[config.mk]
export PLATFORM = sky130hd
export DESIGN_NAME = i2c_reg_xfer
export DESIGN_NICKNAME = d
export VERILOG_FILES = /design/src/rtl/cfg_pkg.sv /design/src/rtl/i2c_reg_xfer.sv
export SDC_FILE = /design/constraint.sdc
export NUM_CORES = 1
export LEC_CHECK = 0
export BUFFER_PORTS_ARGS = -buffer_cell sky130_fd_sc_hd__buf_2
export CAP_MARGIN = 30
export CORE_ASPECT_RATIO = 1.2
export CORE_MARGIN = 4
export CORE_UTILIZATION = 59
export CTS_BUF_LIST = sky130_fd_sc_hd__clkbuf_8
export CTS_CLUSTER_DIAMETER = 200
export CTS_CLUSTER_SIZE = 10
export DETAILED_ROUTE_END_ITERATION = 16
export PLACE_DENSITY_LB_ADDON = 0.05
export SETUP_SLACK_MARGIN = 0.4
export SLEW_MARGIN = 30
export SYNTH_ARGS = -nofsm -noshare
export SYNTH_HDL_FRONTEND = slang
export SYNTH_SLANG_ARGS = --single-unit
[constraint.sdc]
create_clock -name clk_i -period 4.6 [get_ports clk_i]
set_clock_uncertainty 0.05 [all_clocks]
set_input_delay 0.92 -clock clk_i [delete_from_list [all_inputs] [get_ports clk_i]]
set_output_delay 0.92 -clock clk_i [all_outputs]
set_load 0.1 [all_outputs]
[src/rtl/cfg_pkg.sv]
// Shared configuration for the I2C register-transfer engine: FSM state
// encoding, access direction and default device addressing.
package cfg_pkg;

  typedef enum logic [3:0] {
    IDLE   = 4'd0,
    PG_SA  = 4'd1,
    PG_REG = 4'd2,
    PG_DAT = 4'd3,
    SA     = 4'd4,
    REG    = 4'd5,
    WDAT   = 4'd6,
    RSA    = 4'd7,
    RDAT   = 4'd8,
    ABORT  = 4'd9,
    RESP   = 4'd10
  } state_e;

  typedef enum logic {
    WRITE = 1'b0,
    READ  = 1'b1
  } rw_e;

  localparam logic [6:0] DEF_SLAVE_ADDR = 7'h74;
  localparam logic [7:0] DEF_PAGE_REG   = 8'h01;

  // Address byte on the wire: 7-bit device address followed by the R/W bit.
  function automatic logic [7:0] addr_byte(input logic [6:0] sa, input rw_e rw);
    return {sa, rw};
  endfunction

endpackage

[src/rtl/i2c_reg_xfer.sv]
// Paged register access over an I2C byte master: caches the device page,
// sequences START/address/register/data bytes and reports NACK as an error.
module i2c_reg_xfer
  import cfg_pkg::*;
#(
  parameter logic [6:0] SLAVE_ADDR = DEF_SLAVE_ADDR,
  parameter logic [7:0] PAGE_REG   = DEF_PAGE_REG
) (
  input  logic        clk_i,
  input  logic        arstn_i,
  input  logic        req_valid_i,
  output logic        req_ready_o,
  input  logic        req_rw_i,
  input  logic [15:0] req_addr_i,
  input  logic [7:0]  req_wdata_i,
  output logic        rsp_valid_o,
  output logic [7:0]  rsp_rdata_o,
  output logic        rsp_err_o,
  output logic        start_o,
  output logic        stop_o,
  output logic        write_o,
  output logic        read_o,
  output logic        ack_in_o,
  output logic [7:0]  din_o,
  input  logic        cmd_ack_i,
  input  logic        ack_out_i,
  input  logic [7:0]  dout_i
);

  state_e      r_state;
  state_e      w_state_next;
  logic        r_issued;
  rw_e         r_rw;
  logic [15:0] r_addr;
  logic [7:0]  r_wdata;
  logic [7:0]  r_page;
  logic        r_page_vld;
  logic        r_err;
  logic [7:0]  r_rdata;

  logic        w_accept;
  logic        w_page_hit;
  logic        w_byte_state;
  logic        w_write_byte;
  logic        w_issue;
  logic        w_done;
  logic        w_nack;

  assign w_accept     = (r_state == IDLE) && req_valid_i;
  assign w_page_hit   = r_page_vld && (req_addr_i[15:8] == r_page);
  assign w_byte_state = r_state inside {PG_SA, PG_REG, PG_DAT, SA, REG, WDAT, RSA, RDAT, ABORT};
  assign w_write_byte = r_state inside {PG_SA, PG_REG, PG_DAT, SA, REG, WDAT, RSA};
  // A byte state pulses its command on entry, then only an ack after the pulse counts.
  assign w_issue      = w_byte_state && !r_issued;
  assign w_done       = w_byte_state && r_issued && cmd_ack_i;
  assign w_nack       = w_done && w_write_byte && ack_out_i;

  always_ff @(posedge clk_i or negedge arstn_i) begin
    if (!arstn_i) begin
      r_state <= IDLE;
    end else begin
      r_state <= w_state_next;
    end
  end

  always_comb begin
    w_state_next = r_state;
    case (r_state)
      IDLE:    if (w_accept) w_state_next = w_page_hit ? SA : PG_SA;
      PG_SA:   if (w_done) w_state_next = PG_REG;
      PG_REG:  if (w_done) w_state_next = PG_DAT;
      PG_DAT:  if (w_done) w_state_next = SA;
      SA:      if (w_done) w_state_next = REG;
      REG:     if (w_done) w_state_next = (r_rw == READ) ? RSA : WDAT;
      WDAT:    if (w_done) w_state_next = RESP;
      RSA:     if (w_done) w_state_next = RDAT;
      RDAT:    if (w_done) w_state_next = RESP;
      ABORT:   if (w_done) w_state_next = RESP;
      RESP:    w_state_next = IDLE;
      default: w_state_next = IDLE;
    endcase
    if (w_nack) begin
      w_state_next = ABORT;
    end
  end

  always_comb begin
    start_o  = 1'b0;
    stop_o   = 1'b0;
    write_o  = 1'b0;
    read_o   = 1'b0;
    ack_in_o = 1'b0;
    din_o    = 8'h00;
    case (r_state)
      PG_SA: begin
        start_o = w_issue;
        write_o = w_issue;
        din_o   = addr_byte(SLAVE_ADDR, WRITE);
      end
      PG_REG: begin
        write_o = w_issue;
        din_o   = PAGE_REG;
      end
      PG_DAT: begin
        write_o = w_issue;
        stop_o  = w_issue;
        din_o   = r_addr[15:8];
      end
      SA: begin
        start_o = w_issue;
        write_o = w_issue;
        din_o   = addr_byte(SLAVE_ADDR, WRITE);
      end
      REG: begin
        write_o = w_issue;
        din_o   = r_addr[7:0];
      end
      WDAT: begin
        write_o = w_issue;
        stop_o  = w_issue;
        din_o   = r_wdata;
      end
      RSA: begin
        start_o = w_issue;
        write_o = w_issue;
        din_o   = addr_byte(SLAVE_ADDR, READ);
      end
      // Single-byte read: master NACKs the byte and closes the bus.
      RDAT: begin
        read_o   = w_issue;
        ack_in_o = w_issue;
        stop_o   = w_issue;
      end
      ABORT: begin
        stop_o = w_issue;
      end
      default: ;
    endcase
  end

  assign req_ready_o = (r_state == IDLE);
  assign rsp_valid_o = (r_state == RESP);
  assign rsp_err_o   = (r_state == RESP) && r_err;
  assign rsp_rdata_o = r_rdata;

  always_ff @(posedge clk_i or negedge arstn_i) begin
    if (!arstn_i) begin
      r_issued <= 1'b0;
    end else if (w_issue) begin
      r_issued <= 1'b1;
    end else if (w_done) begin
      r_issued <= 1'b0;
    end
  end

  always_ff @(posedge clk_i or negedge arstn_i) begin
    if (!arstn_i) begin
      r_rw    <= WRITE;
      r_addr  <= 16'h0000;
      r_wdata <= 8'h00;
      r_err   <= 1'b0;
    end else if (w_accept) begin
      r_rw    <= rw_e'(req_rw_i);
      r_addr  <= req_addr_i;
      r_wdata <= req_wdata_i;
      r_err   <= 1'b0;
    end else if (w_nack) begin
      r_err   <= 1'b1;
    end
  end

  // The cache only becomes valid once the device has acknowledged the page byte.
  always_ff @(posedge clk_i or negedge arstn_i) begin
    if (!arstn_i) begin
      r_page     <= 8'h00;
      r_page_vld <= 1'b0;
    end else if (w_done && (r_state == PG_DAT) && !ack_out_i) begin
      r_page     <= r_addr[15:8];
      r_page_vld <= 1'b1;
    end else if (w_done && (r_state == ABORT)) begin
      r_page_vld <= 1'b0;
    end
  end

  always_ff @(posedge clk_i or negedge arstn_i) begin
    if (!arstn_i) begin
      r_rdata <= 8'h00;
    end else if (w_done && (r_state == RDAT)) begin
      r_rdata <= dout_i;
    end
  end

endmodule

## Yosys cells after proc, flatten, opt, wreduce, memory -nomap -nowiden

Cells that the tools add are included.

| storage, ports and cells | value |
|---|---|
| bits in registers | 48 |
| logic and storage cells | 77 |
| output and inout port bits | 24 |
| input bits | 38 |

| cells by class | value |
|---|---|
| reduce and logical (&&, ||, !) cells | 26 |
| equal/unequal tests | 19 |
| muxes and demuxes | 23 |

Operators with widths:

| cell | number |
|---|---|
| $pmux W8 S6 | 1 |
| $mux W4 | 9 |
| $pmux W4 S8 | 1 |
| $ne A3 B3 Y1 const B | 6 |
| $eq A4 B3 Y1 const B | 4 |
| $eq A4 B4 Y1 const B | 3 |
| $logic_and A1 B1 Y1 | 12 |
| $mux W1 | 11 |
| $reduce_bool A9 Y1 | 1 |
| $eq A4 B2 Y1 const B | 2 |
| $eq A8 B8 Y1 | 1 |
| $reduce_and A8 Y1 | 1 |
| $reduce_bool A7 Y1 | 1 |
| $reduce_or A7 Y1 | 1 |
| $ne A3 B1 Y1 const B | 2 |
| $reduce_bool A2 Y1 | 3 |
| $reduce_or A3 Y1 | 2 |
| $eq A4 B1 Y1 const B | 1 |
| $logic_not A4 Y1 | 1 |
| $reduce_or A4 Y1 | 1 |
| $mux W3 | 1 |
| $logic_not A1 Y1 | 2 |
| $reduce_or A2 Y1 | 1 |

## Longest topological paths before layout

| depth | value |
|---|---|
| depth after elaboration | 8 |
| mapped depth | 6 |
| mapped depth without buffers | 4 |

## Least setup slack after synthesis

No wires, ideal clock.

| timing | value |
|---|---|
| path type | reg2out |
| start point | reg r_state[0] |
| end point | out start_o |
| slack | -1937 ps |
| arrival time | 5567 ps |
| stages on the path, launching flop included | 6 |
| path buffers | 1 |
| cells stage by stage | dfrtp_1 -> buf_4 -> nand2b_1 -> nand2_1 -> nor2_1 -> a2111oi_0 |

| on the way | value |
|---|---|
| cells in the longest elaborated chain, start to end | 4 |
| elaborated cells between the ends (all ways) | 13 |

Ends and longest elaborated chain:

| what | RTL line | RTL |
|---|---|---|
| start: declaration | i2c_reg_xfer.sv:30 | `state_e r_state;` |
| start signal: assignment | i2c_reg_xfer.sv:62 | `r_state <= w_state_next;` |
| $eq A4 B1 Y1, or another cell as far along | i2c_reg_xfer.sv:51, i2c_reg_xfer.sv:94 |  |
| $reduce_bool A9 Y1 | i2c_reg_xfer.sv:51 | `assign w_byte_state = r_state inside {PG_SA, PG_REG, PG_DAT, SA, REG, WDAT, RSA, RDAT, ABORT};` |
| $logic_and A1 B1 Y1 | i2c_reg_xfer.sv:54 | `assign w_issue = w_byte_state && !r_issued;` |
| $mux W1 (*) | i2c_reg_xfer.sv:94 | `case (r_state)` |
| end: declaration | i2c_reg_xfer.sv:19 | `output logic start_o,` |

Mark *: on every way between the ends. The rest lies on a longest branch, timed or not.

## Worst setup path after layout

| timing | value |
|---|---|
| start point | reg r_state[0] |
| end point | out din_o[7] |

| on the way | value |
|---|---|
| cells in the longest elaborated chain, start to end | 3 |
| elaborated cells between the ends (all ways) | 9 |

Ends and longest elaborated chain:

| what | RTL line | RTL |
|---|---|---|
| $eq A4 B1 Y1 / $eq A4 B3 Y1 (equally long branches) | i2c_reg_xfer.sv:94 |  |
| $reduce_or A2 Y1 (no line) | -- |  |
| $pmux W8 S6 (*) | i2c_reg_xfer.sv:94 |  |
| end: declaration | i2c_reg_xfer.sv:24 | `output logic [7:0] din_o,` |

Marked as above.

==> out/results.ini <==
[floorplanning]
coreArea_mm2=0.00397
fp.dieW_um=67.0
pin_count=62
start_util_pct=62.0
dieArea_mm2=0.00528
die_h_um=78.8
row_count=25

[sta]
setup_viol=0
finalHoldViolCount=0
fmax_mhz=267
tns_ns=0
layout_min_cycle_time_ns=3.75
worst_pin_slew_ns=0.948
slew_headroom_pct=36.8
slew_violations=0
rsz0062_at_grt=no
min_period_over_period_pct=81.4

[worst_hold_path]
min-delay-start=r_page_vld$_DFFE_PN0P_
min_path_cells=1
holdCritPathClass=reg2reg
hold_path_end=r_page_vld$_DFFE_PN0P_

[clocking]
clock-sinks=48
root_buffer=clkbuf_8
cts_setup_buffers=0
cts_resized=0
clkLatencyLatePin_ns=0.30
cts_inserted_buffers=5
cts_max_level=2
cts_buffer_depth=2
cts_hold_buffers=0
cts_tree=built
clkTransAtPathRegs_ns=0.08

[drt]
drc=0
route.vias.total=1827
wl_um=5170
antenna_left=0
viasPerCell=5.80
drtIter0Drc=132
dr.pass1.iters=4
detail_route.wl_per_cell_um=16.4

[setup_path]
cp.buffers_inverters=1
cpLargestDelayFamily=simple AND/OR/NAND/NOR gates
worstRegToRegCells=3
timing.rr.end=r_addr[6]$_DFFE_PN0P_
slowest_delay_ns=0.85
r2r_slack_ns=2.04
startpoint=r_state[0]$_DFFE_PN0P_
reg2reg_from=r_state[1]$_DFFE_PN0P_
cp-start-kind=register
arrival_ns=2.78
cp_max_fo=21
slowest_stage=dfrtp_1
path_depth=4
endpoint_kind=primary output
path_cells=nand2_1 -> nor3_1 -> a221o_1 -> buf_2
critical_path_class=reg2out
required_ns=3.63

[synthesis]
netlist_instances=207
ys_warn_count=0
yosys.area_share.simple_pct=13.0
ys_top_cells_by_area=dfrtp_1 49%, mux2_2 15%, mux2_4 4.9%, xnor2_1 2.8%, o21ai_0 2.4%
syn_area_mm2=0.00246
netlist.area_leader.share_pct=48.8
synth_most_common_cell=dfrtp_1
synth-xor-area-share_pct=2.85
synth_top_family_by_area=multiplexers
synth_ff_type=dfrtp_1
async_flop_share_pct=100
synthAdderAreaFrac_pct=0
synth_enable_flop_cells=0
avgSynthCellArea_um2=11.9
synth_cell_types=43
yosysTopAreaCell=dfrtp_1
ys_seq_area_share_pct=48.8
syn_nets=245
synth.top_cells.by_count=48 x dfrtp_1, 33 x mux2_2, 12 x nand2_1, 12 x o21ai_0, 9 x a21oi_1
synth-compound-area-share_pct=11.1
muxShareOfSynthArea_pct=20.4
synth_seq_cells=48

[global_routing]
antenna_found_initial=0
grt.met3_usage_pct=5.23
busiest_layer=met2
grt_pass1_vias=1821
grtUsageMet1_pct=26.1
met2_usage_pct=36.5
grt_pass1_wl_um=8540
grt.overflow.total=0
grt_usage_pct=21.4
grt_max_degree=49

[layout]
areaGrowthSynthToFinish_pct=16.4
num-fill-cells=298
nNetsFinal=300
register_area_mm2=0.00120
final_area_mm2=0.00287
drive_above_1_share_pct=45.2
final_cells=315
multi_input_area_mm2=0.00118
antenna_cells=0

[place]
placed_area_mm2=0.00277
globalplace.congestion=0.856
dp_cells=309
dp_hpwl_um=3750
port_buffers=61

[status]
status=complete, no violations

[run]
maxCapViolations=0

[final cells by class]
class / count / area share, %
timing repair buffer: 61 / 10.7
clock inverter: 1 / 1.05
clock buffer: 5 / 2.40
multi-input combinational: 143 / 41.1
tap: 54 / 2.36
sequential: 48 / 41.9
inverter: 3 / 0.393
[through the flow]
step                hold slack, ns  util, %  setup WS, ns
floorplan                    0.400        -        -0.582
global route                 0.470     72.1         0.599
CTS                          0.458     72.1         0.866
finish                       0.454     72.1         0.854
detailed placement           0.433     69.6          1.23
global placement             0.417     69.6          1.31
[layout by cell type (no fill, tap or decap), types with 5 or more instances in the layout]
master	synthesis	final
mux2_2	33	33
dfrtp_1	48	48
clkbuf_8	0	5
nor2_1	8	8
mux2_4	8	8
nand2_1	12	12
a21oi_1	9	9
o21ai_0	12	12
nor3_1	7	6
xnor2_1	8	8
buf_2	4	60
[metal layers]
metal	up-vias	wire length [um]
met1	895	2050
met4	0	67
li1	858	-
met3	7	344
met2	67	2710
met5	-	0
[cells by family after synthesis]
kind of cell              after synthesis
xor gates and xnor gates                8
and+or+nand+nor                        51
AOI/OAI and AO/OA                      42
muxes                                  42
buffers and inverters                  16
DFF                                    48
[worst max-delay path by stage]
stage	endpoint	slack, ns
after floorplan	start_o	-0.58
after global placement	din_o[6]	1.31
after detailed placement	din_o[7]	1.23
after CTS	din_o[7]	0.87
after global routing	din_o[7]	0.60
final	din_o[7]	0.85
[registers in the layout (all words and copies together) (netlist names)]
register,flops
r_err,1
rsp_rdata_o,8
r_issued,1
r_wdata,8
r_addr,16
r_rw,1
r_page_vld,1
r_page,8
r_state,4
Power is left out: the tool's default activity adds up to more than one toggle a clock period on the data nets, which glitch-free logic cannot reach.
